--- src/rtl/color_fsm_pkg.sv ---
// Shared types for the timed colour FSM: state and command encodings.
package color_fsm_pkg;

  typedef enum logic [1:0] {
    StIdle = 2'd0,
    StRed  = 2'd1,
    StBlue = 2'd2,
    StHold = 2'd3
  } state_e;

  typedef enum logic [1:0] {
    CmdNop   = 2'd0,
    CmdGo    = 2'd1,
    CmdPause = 2'd2,
    CmdStop  = 2'd3
  } cmd_e;

  // True for the two timed colour states.
  function automatic logic is_colour(state_e s);
    return (s == StRed) || (s == StBlue);
  endfunction

endpackage

--- src/rtl/sat_counter.sv ---
// Saturating up-counter with asynchronous active-high clear.
module sat_counter #(
  parameter int unsigned Width = 8
) (
  input  logic             clk_i,
  input  logic             clr_i,
  input  logic             inc_i,
  output logic [Width-1:0] count_o
);

  logic [Width-1:0] count_q;

  // Count up on inc, stick at all-ones.
  always_ff @(posedge clk_i or posedge clr_i) begin
    if (clr_i) begin
      count_q <= '0;
    end else if (inc_i && (count_q != '1)) begin
      count_q <= count_q + 1'b1;
    end
  end

  assign count_o = count_q;

endmodule

--- src/rtl/color_fsm_timed.sv ---
// Four-state colour FSM with dwell timeout, pause/resume and per-colour occupancy counters.
module color_fsm_timed
  import color_fsm_pkg::*;
#(
  parameter int unsigned OUT_WIDTH = 2,
  parameter int unsigned CNT_WIDTH = 8,
  parameter int unsigned TIMEOUT   = 16,
  parameter int unsigned IDLE_CODE = 0,
  parameter int unsigned RED_CODE  = 2,
  parameter int unsigned BLUE_CODE = 1,
  parameter int unsigned HOLD_CODE = 3
) (
  input  logic                 clk,
  input  logic                 rst,
  input  logic                 en,
  input  logic [1:0]           cmd,
  output logic [OUT_WIDTH-1:0] out,
  output logic [1:0]           state,
  output logic [CNT_WIDTH-1:0] dwell,
  output logic                 timeout,
  output logic [CNT_WIDTH-1:0] red_cycles,
  output logic [CNT_WIDTH-1:0] blue_cycles
);

  localparam logic [CNT_WIDTH-1:0] DwellLast = CNT_WIDTH'(TIMEOUT - 1);

  state_e                 state_q, state_d;
  state_e                 saved_q, saved_d;
  logic [CNT_WIDTH-1:0]   dwell_q, dwell_d;
  cmd_e                   cmd_w;

  assign cmd_w = cmd_e'(cmd);

  // Auto-advance fires only on an enabled NOP cycle at the last dwell count.
  assign timeout = en && is_colour(state_q) && (cmd_w == CmdNop) && (dwell_q == DwellLast);

  // Next state, saved return state and dwell.
  always_comb begin
    state_d = state_q;
    saved_d = saved_q;
    dwell_d = dwell_q;
    if (en) begin
      unique case (state_q)
        StIdle: begin
          if (cmd_w == CmdGo) state_d = StRed;
        end
        StRed: begin
          if (cmd_w == CmdStop) begin
            state_d = StIdle;
          end else if (cmd_w == CmdGo) begin
            state_d = StBlue;
          end else if (cmd_w == CmdPause) begin
            state_d = StHold;
            saved_d = StRed;
          end else if (timeout) begin
            state_d = StBlue;
          end
        end
        StBlue: begin
          if (cmd_w == CmdStop) begin
            state_d = StIdle;
          end else if (cmd_w == CmdGo) begin
            state_d = StRed;
          end else if (cmd_w == CmdPause) begin
            state_d = StHold;
            saved_d = StBlue;
          end else if (timeout) begin
            state_d = StRed;
          end
        end
        StHold: begin
          if (cmd_w == CmdStop) begin
            state_d = StIdle;
          end else if (cmd_w == CmdGo) begin
            state_d = saved_q;
          end
        end
      endcase

      // Any state change restarts the visit; only colour states accumulate dwell.
      if (state_d != state_q) begin
        dwell_d = '0;
      end else if (is_colour(state_q)) begin
        dwell_d = dwell_q + 1'b1;
      end else begin
        dwell_d = '0;
      end
    end
  end

  // State, saved return state and dwell registers.
  always_ff @(posedge clk or posedge rst) begin
    if (rst) begin
      state_q <= StIdle;
      saved_q <= StRed;
      dwell_q <= '0;
    end else begin
      state_q <= state_d;
      saved_q <= saved_d;
      dwell_q <= dwell_d;
    end
  end

  // Moore output decode.
  always_comb begin
    out = '0;
    unique case (state_q)
      StIdle: out = OUT_WIDTH'(IDLE_CODE);
      StRed:  out = OUT_WIDTH'(RED_CODE);
      StBlue: out = OUT_WIDTH'(BLUE_CODE);
      StHold: out = OUT_WIDTH'(HOLD_CODE);
    endcase
  end

  assign state = state_q;
  assign dwell = dwell_q;

  // Occupancy counts run on every clock regardless of en.
  sat_counter #(
    .Width (CNT_WIDTH)
  ) u_red_cnt (
    .clk_i   (clk),
    .clr_i   (rst),
    .inc_i   (state_q == StRed),
    .count_o (red_cycles)
  );

  sat_counter #(
    .Width (CNT_WIDTH)
  ) u_blue_cnt (
    .clk_i   (clk),
    .clr_i   (rst),
    .inc_i   (state_q == StBlue),
    .count_o (blue_cycles)
  );

endmodule
--- config.mk ---
export PLATFORM = sky130hd
export DESIGN_NAME = color_fsm_timed
export DESIGN_NICKNAME = d
export VERILOG_FILES = /design/src/rtl/color_fsm_pkg.sv /design/src/rtl/sat_counter.sv /design/src/rtl/color_fsm_timed.sv
export SDC_FILE = /design/constraint.sdc
export NUM_CORES = 1
export LEC_CHECK = 0
export ABC_CLOCK_PERIOD_IN_PS = 3200
export CORE_ASPECT_RATIO = 1.1
export CORE_UTILIZATION = 45
export DETAILED_ROUTE_END_ITERATION = 8
export GPL_TIMING_DRIVEN = 0
export PLACE_DENSITY = 0.76
export SLEW_MARGIN = 30
export SYNTH_ARGS = -nofsm -noshare
export SYNTH_HDL_FRONTEND = slang
export SYNTH_HIERARCHICAL = 1
export SYNTH_SLANG_ARGS = --single-unit
--- constraint.sdc ---
create_clock -name clk -period 3.2 [get_ports clk]
set_clock_uncertainty 0.15 [all_clocks]
set_input_delay 0.48 -clock clk [delete_from_list [all_inputs] [get_ports clk]]
set_output_delay 0.48 -clock clk [all_outputs]
set_load 0.1 [all_outputs]
==> flow_summary.yaml <==
routing:
  ant_nets: 0
  routedWlPerCell_um: 14.1
  first_pass_iters: 4
  drt_wl_total_um: 3880
  via_per_inst: 5.75
  dr.first_iter.drc_count: 62
  vias: 1581
  drc_errors: 0
critical_path:
  slowest_stage: "dlygate4sd2_1"
  cp.arrival_ns: 2.41
  max_stage_delay_ns: 0.86
  crit_type: "reg -> out"
  r2r_cells: 9
  required_ns: 2.57
  cp_common_cell: "nor2_1"
  crit_buf_inv: 2
  path_cells: "inv_1, ha_1, nor2_1, nor2_1, dlygate4sd2_1"
  rrSetupSlack_ns: 0.47
  end_kind: "output port"
  r2r-end: "dwell[5]"
  rr_startpoint: "state[1]"
  cp_max_fo: 13
  worst_setup_path_start_kind: "register"
  critical-path-top-delay-family: "buffers and inverters"
placed_design:
  io_buffer_count: 33
  place_ws_ns: -0.484
  place_hpwl_um: 2800
  place_congestion: 0.814
  placed_cell_area_um2: 2230
min_path:
  holdCritStartpoint: "saved_q[1]"
  hp-class: "reg -> reg"
  hold_depth: 1
  min_to: "saved_q[1]"
final_layout:
  stdcell_area_um2: 2300
  final_nets: 238
  multi_input_area_um2: 1070
  area_growth_pct: 25.3
  seqCellArea_um2: 704
  drive_gt1_share_pct: 12.4
  fillerInstances: 343
  diodes: 0
die:
  die_area_um2: 4330
  chipHeight_um: 68.9
  die_w_um: 62.9
  rows: 23
  initial_core_util_pct: 48.6
  core-area_um2: 3770
  io_pins: 34
sta:
  max-slew-margin-rel_pct: 35.0
  rsz0062_at_grt: "no"
  tightest_slew_ns: 0.973
  fin_crit_ns: 3.04
  layout_setup_ws_ns: 0.165
  hold_viol: 0
  setup_viol: 0
  period_share_pct: 94.9
  fin_hold_ws_ns: 0.372
  fmax_mhz: 329
  drv_slew: 0
yosys:
  ys_ff_latch: 28
  synth_area_um2: 1830
  synth_top_area_share_pct: 36.9
  yosys_warnings: 6
  synth_edf_count: 0
  yosysMostFrequentCell: "dfrtp_1"
  netlist_top_cells_area: "dfrtp_1, ha_1, mux2_1"
  synth_ff_type: "dfrtp_1"
  synth.top_cells.by_count: "dfrtp_1, nand2_1, nand3_1, nor2_1, inv_1"
  synth_area_leader_cell: "dfrtp_1"
  synth_cell_types: 53
  ys_seq_area_share_pct: 38.3
  synthArstFlopShare_pct: 100
  syn_area_per_cell_um2: 9.75
  synthCells: 188
  syn_nets: 200
cts:
  cts-root-buf: "clkbuf_8"
  insertion_delay_ns: 0.27
  htreeDepth: 1
  numCtsBuffers: 3
  cts_tree: "done"
  clk_path_buf_depth: 2
  cts.sinks: 28
  path_clk_slew_ns: 0.10
run:
  cap_viol_max_count: 0
global_routing:
  grt_pass1_vias: 1407
  grt_first_pass_wirelength_um: 6530
  antenna_found_initial: 0
  grt_util_all_layers_pct: 18.9
  grt_overflow_total: 0
  grt_start_max_net_pins: 17
run_status:
  status: "finished, final reports clean"
-- kinds of logic after synthesis --
kind of cell	count (synthesis)	synth area share, %
buffers and inverters	16	3.48
AOI/OAI and AO/OA	49	20.9
muxes	14	8.26
and+or+nand+nor	68	21.4
adders and majority gates	7	4.78
xor gates and xnor gates	6	2.87
DFF	28	38.3
-- worst max-delay path by stage --
stage,start,endpoint,cells past startpoint
CTS,state[0],timeout,6
global route,state[0],out[0],5
floorplan,state[0],out[1],4
finish,state[0],out[0],5
detailed placement,en,timeout,5
global placement,en,timeout,5
-- per-layer routing --
metal  track usage [%]  vias up  share of wire, %
met5                 0        -                 0
met4              5.81        0              0.93
met3              2.30        4               3.3
met2              33.0       36                47
met1              24.8      757                49
li1                  -      784                 -
-- sequential cells by signal, indices dropped and copies added (netlist names) --
name                cells
u_blue_cnt/count_o      8
saved_q                 2
u_red_cnt/count_o       8
state                   2
dwell                   8
-- through the flow --
step / utilization, % / cells / setup TNS [ns]
after floorplan: - / 188 / -0.136
after global placement: 59.1 / 271 / -0.498
after detailed placement: 59.1 / 271 / -0.484
after CTS: 61.1 / 275 / 0
after global routing: 60.9 / 275 / 0
final: 60.9 / 275 / 0
-- area by class of cell --
class	instances	area share [%]
clock buffer	3	1.80
multi-input combinational	144	46.5
clock inverter	1	1.31
tap	50	2.72
timing repair buffer	33	14.2
buffer	4	0.817
inverter	12	1.96
sequential	28	30.7
-- what timing repair did --
action	CTS	global route
cloned	0	0
gates resized for setup	7	2
buffers inserted	0	0
hold buffers	0	0
endpoints found under the setup margin	3	1
-- placed cells by master, fill, tap and decap left out, types with 4 or more instances in the layout --
master / count
clkdlybuf4s50_1: 30
dfrtp_1: 25
nand3_1: 13
nor2_1: 13
nand2_1: 13
inv_1: 12
a21oi_1: 7
ha_1: 7
nor3_1: 6
mux2_1: 6
nand4_1: 6
mux2i_1: 5
nand2b_1: 5
buf_2: 4
o21ai_0: 4
xnor2_1: 4
o21bai_1: 4
Power is left out: the tool's default activity adds up to more than one toggle a clock period on the data nets, which glitch-free logic cannot reach.
==> variant (same settings) <==
Register the inputs `en` and `cmd` before use, without a reset. The logic sees them one clock later.
--- a/src/rtl/color_fsm_timed.sv
+++ b/src/rtl/color_fsm_timed.sv
@@ -26,2 +26,10 @@
 
+  logic en_q;
+  logic [1:0] cmd_q;
+
+  always_ff @(posedge clk) begin
+    en_q  <= en;
+    cmd_q <= cmd;
+  end
+
   state_e                 state_q, state_d;
@@ -31,6 +39,6 @@
 
-  assign cmd_w = cmd_e'(cmd);
+  assign cmd_w = cmd_e'(cmd_q);
 
   // Auto-advance fires only on an enabled NOP cycle at the last dwell count.
-  assign timeout = en && is_colour(state_q) && (cmd_w == CmdNop) && (dwell_q == DwellLast);
+  assign timeout = en_q && is_colour(state_q) && (cmd_w == CmdNop) && (dwell_q == DwellLast);
 
@@ -41,3 +49,3 @@
     dwell_d = dwell_q;
-    if (en) begin
+    if (en_q) begin
       unique case (state_q)
Check against the original RTL: not equivalent (a bounded check fails within 4 cycles, from zero or initial values and one cycle with rst high).
==> variant against the unedited design <==
Wire length up 4.1%. Critical path type is now flip-flop to flip-flop. Sequential cell count up 3. Register-to-register slack worse by 0.28 ns. Die area up 4.4%. Area after synthesis up 4.6%. Setup slack better by 0.027 ns. Largest cell class unchanged. Non-clock buffer count up 1. Design area up 5.2%.
Power is left out: the tool's default activity adds up to more than one toggle a clock period on the data nets, which glitch-free logic cannot reach.
==> variant: results <==
export IMPL_track_usage_pct=19.6
export IMPL_wire_per_inst_um=13.8
export IMPL_clk_share_pct=3.37
export IMPL_multi_input_area_share_pct=44.5
export IMPL_regArea_sq_um=772
export IMPL_cts_made_buffers=5
export IMPL_syn_nets=211
export IMPL_cpPeakStageDelay_ns=0.53
export IMPL_grt_use_met3_pct=4.25
export IMPL_dr_wl_met3_um=164
export IMPL_clkbuf_count=7
export IMPL_grt_use_met1_pct=25.1
export IMPL_critPathCapture="dwell[3]"
export IMPL_crit_path_start="state[1]"
export IMPL_num_fill_cells=356
export IMPL_synth_seq_area_share_pct=39.8
export IMPL_synth_area_top_cells="dfrtp_1, ha_1, nand2_1, mux2_1, dfxtp_1"
export IMPL_signal_buffers=38
export IMPL_final_cells=293
export IMPL_reg2reg_depth=11
export IMPL_min_to="saved_q[0]"
export IMPL_grt_max_degree=16
export IMPL_num_vias=1684
export IMPL_crit_family="simple AND/OR/NAND/NOR gates"
export IMPL_grtUsageMet2_pct=31.7
export IMPL_ctsResizeCount=6
export IMPL_clk_pin_slew_ns=0.07
export IMPL_synth_commonest_cells="dfrtp_1, nand2_1, nor2_1, inv_1, nand3_1"
export IMPL_synthArstFlopShare_pct=90.3
export IMPL_placed_cell_area_sq_mm=0.00232
export IMPL_outcome="completed"
export IMPL_buf_share_pct=15.1
export IMPL_r2r_slack_ns=0.19
export IMPL_crit_fanout=10
export IMPL_dpl_cell_count=284
export IMPL_min_from="saved_q[0]"
export IMPL_whs_path_depth=2
export IMPL_min_period_over_period_pct=94.0
export IMPL_wl_met1_mm=1.81
export IMPL_r2r_end="dwell[3]"
export IMPL_routabilityCongestion=0.846
export IMPL_dr_wl_met2_mm=1.99
variant: cell types whose count changed after synthesis, moves of 2 or more:
cell	change
nor3_1	-2
nand3_1	-2
nand2b_1	-2
nor4b_1	+2
buf_4	+2
nand2_1	+9
dfxtp_1	+3
buf_2	-2
o221ai_1	-2
inv_1	+2
a31oi_1	+4
o22ai_1	+3
xnor2_1	-2
nor2_1	+2
variant: metrics by stage:
| stage | hold slack [ns] | TNS (ns) |
|---|---|---|
| 6_report | 0.345 | 0 |
| 5_1_grt | 0.380 | 0 |
| 4_1_cts | 0.354 | 0 |
| 3_5_place_dp | 0.347 | -0.293 |
| 3_3_place_gp | 0.334 | -0.463 |
| 2_1_floorplan | 0.146 | 0 |
variant: kinds of logic after synthesis:
group / after synthesis / synth area share [%]
AOI/OAI and AO/OA: 49 / 19.5
xor gates and xnor gates: 3 / 1.37
DFF: 31 / 39.8
adders and majority gates: 7 / 4.57
muxes: 13 / 7.38
buffers and inverters: 19 / 4.57
and+or+nand+nor: 77 / 22.8
